**config.mk**
```make
export PLATFORM = sky130hd
export DESIGN_NAME = rng_bit_packer_flat
export DESIGN_NICKNAME = d
export VERILOG_FILES = /design/src/rtl/rng_pkg.sv /design/src/rtl/rng_bit_packer_if.sv /design/src/rtl/rng_vn_corrector.sv /design/src/rtl/rng_bit_packer.sv /design/src/flat_wrapper.sv
export SDC_FILE = /design/constraint.sdc
export NUM_CORES = 1
export LEC_CHECK = 0
export CAP_MARGIN = 20
export CORE_MARGIN = 3
export CORE_UTILIZATION = 30
export CTS_CLUSTER_SIZE = 25
export DETAILED_ROUTE_END_ITERATION = 8
export GPL_TIMING_DRIVEN = 0
export SETUP_SLACK_MARGIN = 0.5
export SYNTH_ARGS = -nofsm -noshare
export SYNTH_HDL_FRONTEND = slang
export SYNTH_HIERARCHICAL = 1
export SYNTH_SLANG_ARGS = --single-unit
```
**constraint.sdc**
```tcl
create_clock -name i_clk -period 1.72 [get_ports i_clk]
set_input_delay 0.172 -clock i_clk [delete_from_list [all_inputs] [get_ports i_clk]]
set_output_delay 0.172 -clock i_clk [all_outputs]
set_load 0.02 [all_outputs]
```
**src/rtl/rng_pkg.sv**
```systemverilog
// Shared constants and von Neumann pair encodings for the RNG bit packer slice.
package rng_pkg;

  localparam int unsigned RNG_WORD_W_DEF = 8;
  localparam int unsigned RNG_DROP_W_DEF = 8;

  // Pair encoding is {first, second} as sampled from the flip-flop chain.
  typedef enum logic [1:0] {
    VN_PAIR_00 = 2'b00,
    VN_PAIR_01 = 2'b01,
    VN_PAIR_10 = 2'b10,
    VN_PAIR_11 = 2'b11
  } vn_pair_t;

endpackage

```
**src/rtl/rng_bit_packer_if.sv**
```systemverilog
// Bit input and word output bundle of rng_bit_packer; slave is the packer side.
interface rng_bit_packer_if
  import rng_pkg::*;
#(
  parameter int unsigned WIDTH  = RNG_WORD_W_DEF,
  parameter int unsigned DROP_W = RNG_DROP_W_DEF
) ();

  logic              i_bit;
  logic              i_bit_vld;
  logic [WIDTH-1:0]  o_word;
  logic              o_word_vld;
  logic              i_word_rdy;
  logic              o_overrun;
  logic [DROP_W-1:0] o_drop_cnt;

  modport slave (
    input  i_bit, i_bit_vld, i_word_rdy,
    output o_word, o_word_vld, o_overrun, o_drop_cnt
  );

  modport master (
    output i_bit, i_bit_vld, i_word_rdy,
    input  o_word, o_word_vld, o_overrun, o_drop_cnt
  );

endinterface

```
**src/rtl/rng_vn_corrector.sv**
```systemverilog
// Von Neumann debiaser: emits first bit of a differing pair combinationally on the pair's second bit.
module rng_vn_corrector
  import rng_pkg::*;
(
  input  logic i_clk,
  input  logic i_rst,
  input  logic i_bit,
  input  logic i_bit_vld,
  output logic o_bit,
  output logic o_bit_vld
);

  logic     r_have_first;
  logic     r_first;
  vn_pair_t w_pair;

  assign w_pair = vn_pair_t'({r_first, i_bit});

  always_comb begin
    o_bit     = r_first;
    o_bit_vld = 1'b0;
    if (i_bit_vld && r_have_first) begin
      case (w_pair)
        VN_PAIR_10, VN_PAIR_01: o_bit_vld = 1'b1;
        default:                o_bit_vld = 1'b0;
      endcase
    end
  end

  always_ff @(posedge i_clk or posedge i_rst) begin
    if (i_rst) begin
      r_have_first <= 1'b0;
      r_first      <= 1'b0;
    end else if (i_bit_vld) begin
      if (!r_have_first) begin
        r_first      <= i_bit;
        r_have_first <= 1'b1;
      end else begin
        r_have_first <= 1'b0;
      end
    end
  end

endmodule

```
**src/rtl/rng_bit_packer.sv**
```systemverilog
// Packs RNG chain bits MSB-first into words on a valid/ready port, counting words lost to stalls.
// Define RNG_VON_NEUMANN_EN to insert the von Neumann corrector ahead of the packer.
module rng_bit_packer
  import rng_pkg::*;
#(
  parameter int unsigned WIDTH  = RNG_WORD_W_DEF,
  parameter int unsigned DROP_W = RNG_DROP_W_DEF
) (
  input  logic           i_clk,
  input  logic           i_rst,
  rng_bit_packer_if.slave bus
);

  localparam int unsigned CNT_W = $clog2(WIDTH);

  logic              w_e;
  logic              w_e_vld;
  logic [WIDTH-1:0]  w_shift;
  logic              w_complete;
  logic              w_slot_free;

  logic [WIDTH-2:0]  r_acc;
  logic [CNT_W-1:0]  r_cnt;
  logic [WIDTH-1:0]  r_word;
  logic              r_word_vld;
  logic              r_overrun;
  logic [DROP_W-1:0] r_drop_cnt;

`ifdef RNG_VON_NEUMANN_EN
  rng_vn_corrector u_vn (
    .i_clk     (i_clk),
    .i_rst     (i_rst),
    .i_bit     (bus.i_bit),
    .i_bit_vld (bus.i_bit_vld),
    .o_bit     (w_e),
    .o_bit_vld (w_e_vld)
  );
`else
  assign w_e     = bus.i_bit;
  assign w_e_vld = bus.i_bit_vld;
`endif

  // Only WIDTH-1 bits need holding: the completing bit is taken straight from w_e.
  assign w_shift     = {r_acc, w_e};
  assign w_complete  = w_e_vld && (r_cnt == CNT_W'(WIDTH - 1));
  assign w_slot_free = !r_word_vld || bus.i_word_rdy;

  always_ff @(posedge i_clk or posedge i_rst) begin
    if (i_rst) begin
      r_acc      <= '0;
      r_cnt      <= '0;
      r_word     <= '0;
      r_word_vld <= 1'b0;
      r_overrun  <= 1'b0;
      r_drop_cnt <= '0;
    end else begin
      if (w_e_vld) begin
        r_acc <= w_shift[WIDTH-2:0];
        r_cnt <= w_complete ? '0 : r_cnt + CNT_W'(1);
      end
      if (w_complete) begin
        if (w_slot_free) begin
          r_word     <= w_shift;
          r_word_vld <= 1'b1;
        end else begin
          r_overrun <= 1'b1;
          if (r_drop_cnt != '1) r_drop_cnt <= r_drop_cnt + DROP_W'(1);
        end
      end else if (r_word_vld && bus.i_word_rdy) begin
        r_word_vld <= 1'b0;
      end
    end
  end

  assign bus.o_word     = r_word;
  assign bus.o_word_vld = r_word_vld;
  assign bus.o_overrun  = r_overrun;
  assign bus.o_drop_cnt = r_drop_cnt;

endmodule

```
**src/flat_wrapper.sv**
```systemverilog
// flat-port wrapper written by rule: the top's interface ports become plain ports
module rng_bit_packer_flat import rng_pkg::*;
#(
  parameter int unsigned WIDTH  = RNG_WORD_W_DEF,
  parameter int unsigned DROP_W = RNG_DROP_W_DEF
)
  (i_clk, i_rst, bus_i_bit, bus_i_bit_vld, bus_i_word_rdy, bus_o_word, bus_o_word_vld, bus_o_overrun, bus_o_drop_cnt);
  rng_bit_packer_if #(.WIDTH(WIDTH), .DROP_W(DROP_W)) bus_i ();
  input  logic i_clk;
  input  logic i_rst;
  input wire logic [$bits(bus_i.i_bit)-1:0] bus_i_bit;
  input wire logic [$bits(bus_i.i_bit_vld)-1:0] bus_i_bit_vld;
  input wire logic [$bits(bus_i.i_word_rdy)-1:0] bus_i_word_rdy;
  output wire logic [$bits(bus_i.o_word)-1:0] bus_o_word;
  output wire logic [$bits(bus_i.o_word_vld)-1:0] bus_o_word_vld;
  output wire logic [$bits(bus_i.o_overrun)-1:0] bus_o_overrun;
  output wire logic [$bits(bus_i.o_drop_cnt)-1:0] bus_o_drop_cnt;
  assign bus_i.i_bit = bus_i_bit;
  assign bus_i.i_bit_vld = bus_i_bit_vld;
  assign bus_i.i_word_rdy = bus_i_word_rdy;
  assign bus_o_word = bus_i.o_word;
  assign bus_o_word_vld = bus_i.o_word_vld;
  assign bus_o_overrun = bus_i.o_overrun;
  assign bus_o_drop_cnt = bus_i.o_drop_cnt;
  rng_bit_packer #(.WIDTH(WIDTH), .DROP_W(DROP_W)) u_core (.i_clk(i_clk), .i_rst(i_rst), .bus(bus_i));
endmodule
```
# After elaboration in Yosys (flattened, before gate mapping)
# Cells that the tools add are included.
# totals
reg_bits	28
input_bits	5
output_inout_bits	18
word_cells	25
# classes
n_addsub	2
eq_ne	3
muxes	4
bitwise	1
n_reduce_logical	9
# ops
operator	count
$add A8 B1 Y8 const B	1
$ne A8 B8 Y1 const B	1
$reduce_and A2 Y1	3
$add A3 B1 Y3 const B	1
$eq A3 B3 Y1 const B	1
$mux W1	3
$mux W3	1
$reduce_and A3 Y1	1
$logic_and A1 B1 Y1	2
$ne A2 B2 Y1 const B	1
$reduce_bool A2 Y1	1
$logic_not A1 Y1	1
$logic_or A1 B1 Y1	1
$not A1 Y1	1

# Logic depth before layout (Yosys ltp)
# logic_depth
word_depth	4
ltp_mapped	5
mapped_depth_nobuf	5

# Least setup slack after synthesis
# Ideal clock, no wire load.
# synth_path
kind	flip-flop to flip-flop
start	register u_core.r_cnt[0]
end	register u_core.r_drop_cnt[7], in the netlist u_core/bus.o_drop_cnt[7]
setup_time_ns	0.128
t_arrival_ns	1.434
required_time_ns	1.592
path_slack_ns	0.159
stages_incl_launch_ff	6
path_buffers	0
synth_period_minus_slack_ns	1.561
path_cell_list	dfrtp_1 -> ha_1 -> ha_1 -> nand4b_4 -> nor4_2 -> mux2_1
# synth_via
elab_chain_len	3
# synth_lines
element	line_no	source
start: declaration	rng_bit_packer.sv:23	logic [CNT_W-1:0] r_cnt;
start signal: assignment	rng_bit_packer.sv:59	r_cnt <= w_complete ? '0 : r_cnt + CNT_W'(1);
$eq A3 B3 Y1	rng_bit_packer.sv:45	assign w_complete = w_e_vld && (r_cnt == CNT_W'(WIDTH - 1));
$logic_and A1 B1 Y1	rng_bit_packer.sv:45	
$reduce_and A3 Y1 (no line)	n/a	
end signal: assignment	rng_bit_packer.sv:67	if (r_drop_cnt != '1) r_drop_cnt <= r_drop_cnt + DROP_W'(1);
end: declaration	rng_bit_packer.sv:27	logic [DROP_W-1:0] r_drop_cnt;
# Every way passes these cells.
# A chain may end at the register's enable or synchronous reset.

# Final worst setup path
# layout_path
start	register u_core.r_cnt[1]
end	register u_core.r_drop_cnt[1], in the netlist u_core/bus.o_drop_cnt[1]
# The elaborated chain is that of the path after synthesis.

==> reports/results.txt <==
The maximum number of buffers from clock root to sink was 2; the maximum vdd drop was 553 uV. The via count of the first global-routing pass is 798. For this configuration, the core starts out at a cell density of 32.4%. After detailed placement, the total cell area comes to 1560 sq um.

STA puts the critical path data arrival time at 1.72 ns. Final hold analysis gives a worst-case slack of 0.311 ns. The flow ran to the end, and the final reports show no timing, DRC or antenna violations. Proportion of register bits with asynchronous set or reset after synthesis: 100%. CTS placed an instance of sky130_fd_sc_hd__clkbuf_8 at the clock tree root. After synthesis the cells add up to 1240 sq um. The total overflow left after global routing is 0. STA classifies the critical path startpoint as a register. The tools report the count of maximum capacitance violations as 0.

Counting every instance in the synthesized netlist gives 91. The path depth of the worst reg2reg path works out to 5. The quantity of I/O buffers inserted on ports was 22.

The initialized floorplan defines 22 standard-cell rows. The count of flip-flops with a built-in enable after synthesis was 0. For this design, the sink count on the clock tree is 28. The worst setup path is captured at a register.

Global routing used 9.76% of the available tracks. The run gives 0.17 ns as the register-to-register path setup slack. Yosys printed 6 warnings.

Between clock sinks in the finished design, the worst skew comes to 0.00412 ns. Dividing total power by cell area gives a power density of 1200 nW/um^2. The logs give 59.2% for the worst slew slack as a fraction of its limit and 99 for the number of nets produced by synthesis.

The leakage component of the power was 0.752 nW. The most used flip-flop cell after synthesis is sky130_fd_sc_hd__dfrtp_1. The highest net fanout along the worst path came out at 4. Setup repair after global routing could not meet its margin everywhere. The library cell used most frequently in the layout, excluding fill and tap cells, is sky130_fd_sc_hd__dfrtp_1. After detailed routing, the average wire length per cell comes to 13.4 microns. The count of distinct cell types in the synthesized netlist is 27, and the final number of setup-violating endpoints is 0. The design draws 2.03 mW.

In this run the critical register-to-register path is captured at u_core/bus.o_drop_cnt[1]. The count of cells in the finished layout, fillers not included, comes to 170. The slew at the pin closest to its max-slew limit was 0.611 ns. The final layout contains routed wiring with a total length of 2280 microns.

The tools report the sum of net half-perimeters after detailed placement as 1580 microns. In this run, CTS created clock tree buffers numbering 3. Die extent in x: 70.3 microns.

The largest net degree at the start of global routing was 29. The run gives 4 as the iteration count of the initial detailed-routing pass. Relative to the synthesized area, the layout overhead comes to 36.2%. The type of the worst setup path is reg2reg.

The first global-routing pass estimated 3860 microns of wire. The cell area after layout was 1690 sq um. The post-route clock period utilization is 90.3%. After layout, the minimum clock period comes to 1.55 ns. The die covers 4940 sq um. TritonCTS built the clock tree. The die is 70.3 microns tall. Detailed-route vias per instance: 4.88. The net count of the finished layout is 131. The proportion of synthesized chip area in sequential cells is 56.5%. In this run, placement finished with an instance count of 161. The worst hold path belongs to the class in2async. The clock-pin slew of the registers on the worst-case setup and hold paths came out at 0.09 ns. The run gives 3830 sq um as the area of the core region. 0 antenna diodes ended up in the layout.

Detailed routing inserted a total of 830 vias. The congestion estimate from routability-driven global placement came to 0.777. The later-pin clock latency in the skew report is 0.27 ns, and the maximum frequency from static timing analysis is 644 MHz. For the number of pins with negative max-slew slack in the final report, the log shows 0.

The synthesized area divided by synthesized cell count is 13.6 sq um. The top cell types in the final layout, fill and taps aside, are 24 x sky130_fd_sc_hd__dfrtp_1, 15 x sky130_fd_sc_hd__mux2_2, 9 x sky130_fd_sc_hd__dlygate4sd2_1. Number of levels the H-tree was split into: 1. Once detail routing completed, the nets flagged for antenna violations numbered 0. For the count of final hold-check violations, the log shows 0.

The top-level port count is 23. In this run, synthesis produced a sequential element count of 28. In this run the critical register-to-register path is launched from u_core/r_cnt[1]. The tools report the remaining design rule violation count as 0. For the initial antenna violation count, the log shows 0. Measured on the finished design, the core utilization comes to 44.1%.

Of the cells placed in the final design, the portion with a size suffix greater than 1 is 45.1%. The detailed router finished its first iteration with 36 violations. The data required time at the worst endpoint is 1.89 ns, and the number of hold buffers added after CTS is 0.
metrics by stage:
step                setup WS [ns]  TNS, ns
detailed placement        -0.0509   -0.260
global route                0.116        0
global placement          -0.0237   -0.133
CTS                         0.178        0
finish                      0.167        0
floorplan                   0.249        0
synthesized netlist by cell type, drive strengths merged (2+ instances only):
cell type | n | area, sq um
nor2 | 3 | 11.3
dfrtp | 28 | 701
nor3 | 2 | 10.0
a21oi | 2 | 21.3
o21ai | 4 | 23.8
nand2 | 5 | 18.8
nand3 | 3 | 15.0
mux2 | 21 | 240
nand2b | 2 | 12.5
ha | 3 | 37.5
inv | 5 | 18.8
a22o | 2 | 17.5
cell type report:
class,count,area [sq um]
timing repair buffer,27,236
clock inverter,1,30.0
multi-input combinational,57,582
inverter,5,22.5
sequential,28,706
fill,347,2140
tap,48,60.1
clock buffer,3,41.3
buffer,1,11.3
kinds of logic (layout without fill, tap and decap cells):
group | Yosys count | after routing | synth area share (%)
flops | 28 | 28 | 56.5
compound gates | 10 | 10 | 6.66
mux | 21 | 21 | 19.4
fa+ha+maj | 3 | 3 | 3.03
xor+xnor | 1 | 1 | 0.706
simple gates | 22 | 22 | 11.3
buf+inv | 6 | 37 | 2.42
worst max-delay path, stage by stage, from the launching register on:
cell                      delay [ns]
sky130_fd_sc_hd__dfrtp_1        0.40
sky130_fd_sc_hd__ha_2           0.20
sky130_fd_sc_hd__ha_4           0.18
sky130_fd_sc_hd__and4b_2        0.26
sky130_fd_sc_hd__o21ai_4        0.09
sky130_fd_sc_hd__mux2_4         0.31
power breakdown:
| part | internal, mW | switching (mW) | leakage, nW |
|---|---|---|---|
| sequential | 0.828 | 0.108 | 0.347 |
| clock | 0.311 | 0.201 | 0.0357 |
| combinational | 0.308 | 0.271 | 0.369 |
| total | 1.45 | 0.581 | 0.752 |
routing by layer:
layer	track usage (%)	vias to the layer above	wire [microns]	share of wire, %
met2	14.9	15	1080	47
met1	12.9	421	1060	46
met5	0	-	0	0
li1	-	390	-	-
met3	2.01	4	93	4.1
met4	5.11	0	47	2.1
worst max path at each step:
stage / startpoint / end / slack, ns / cells past startpoint
finish: u_core/r_cnt[1] / u_core/bus.o_drop_cnt[1] / 0.17 / 5
floorplan: u_core/r_cnt[1] / u_core/bus.o_drop_cnt[1] / 0.25 / 5
detailed placement: bus_i_bit_vld / u_core/bus.o_word[2] / -0.05 / 5
CTS: u_core/r_cnt[1] / u_core/bus.o_drop_cnt[7] / 0.18 / 5
global placement: bus_i_bit_vld / u_core/bus.o_word[7] / -0.02 / 5
global route: u_core/r_cnt[1] / u_core/bus.o_drop_cnt[6] / 0.12 / 5
registers in the layout, indices dropped and copies added (netlist names):
| name | flops |
|---|---|
| u_core/r_cnt | 3 |
| u_core/bus.o_overrun | 1 |
| u_core/bus.o_word_vld | 1 |
| u_core/bus.o_word | 8 |
| u_core/bus.o_drop_cnt | 8 |
| u_core/r_acc | 7 |
repair_timing:
action / in CTS / in global routing
cloned: 0 / 0
setup endpoints to repair: 37 / 25
setup buffers: 3 / 2
pin swaps: 5 / 0
gates resized for setup: 36 / 12
Note: power is estimated with default switching activity, not from simulation.
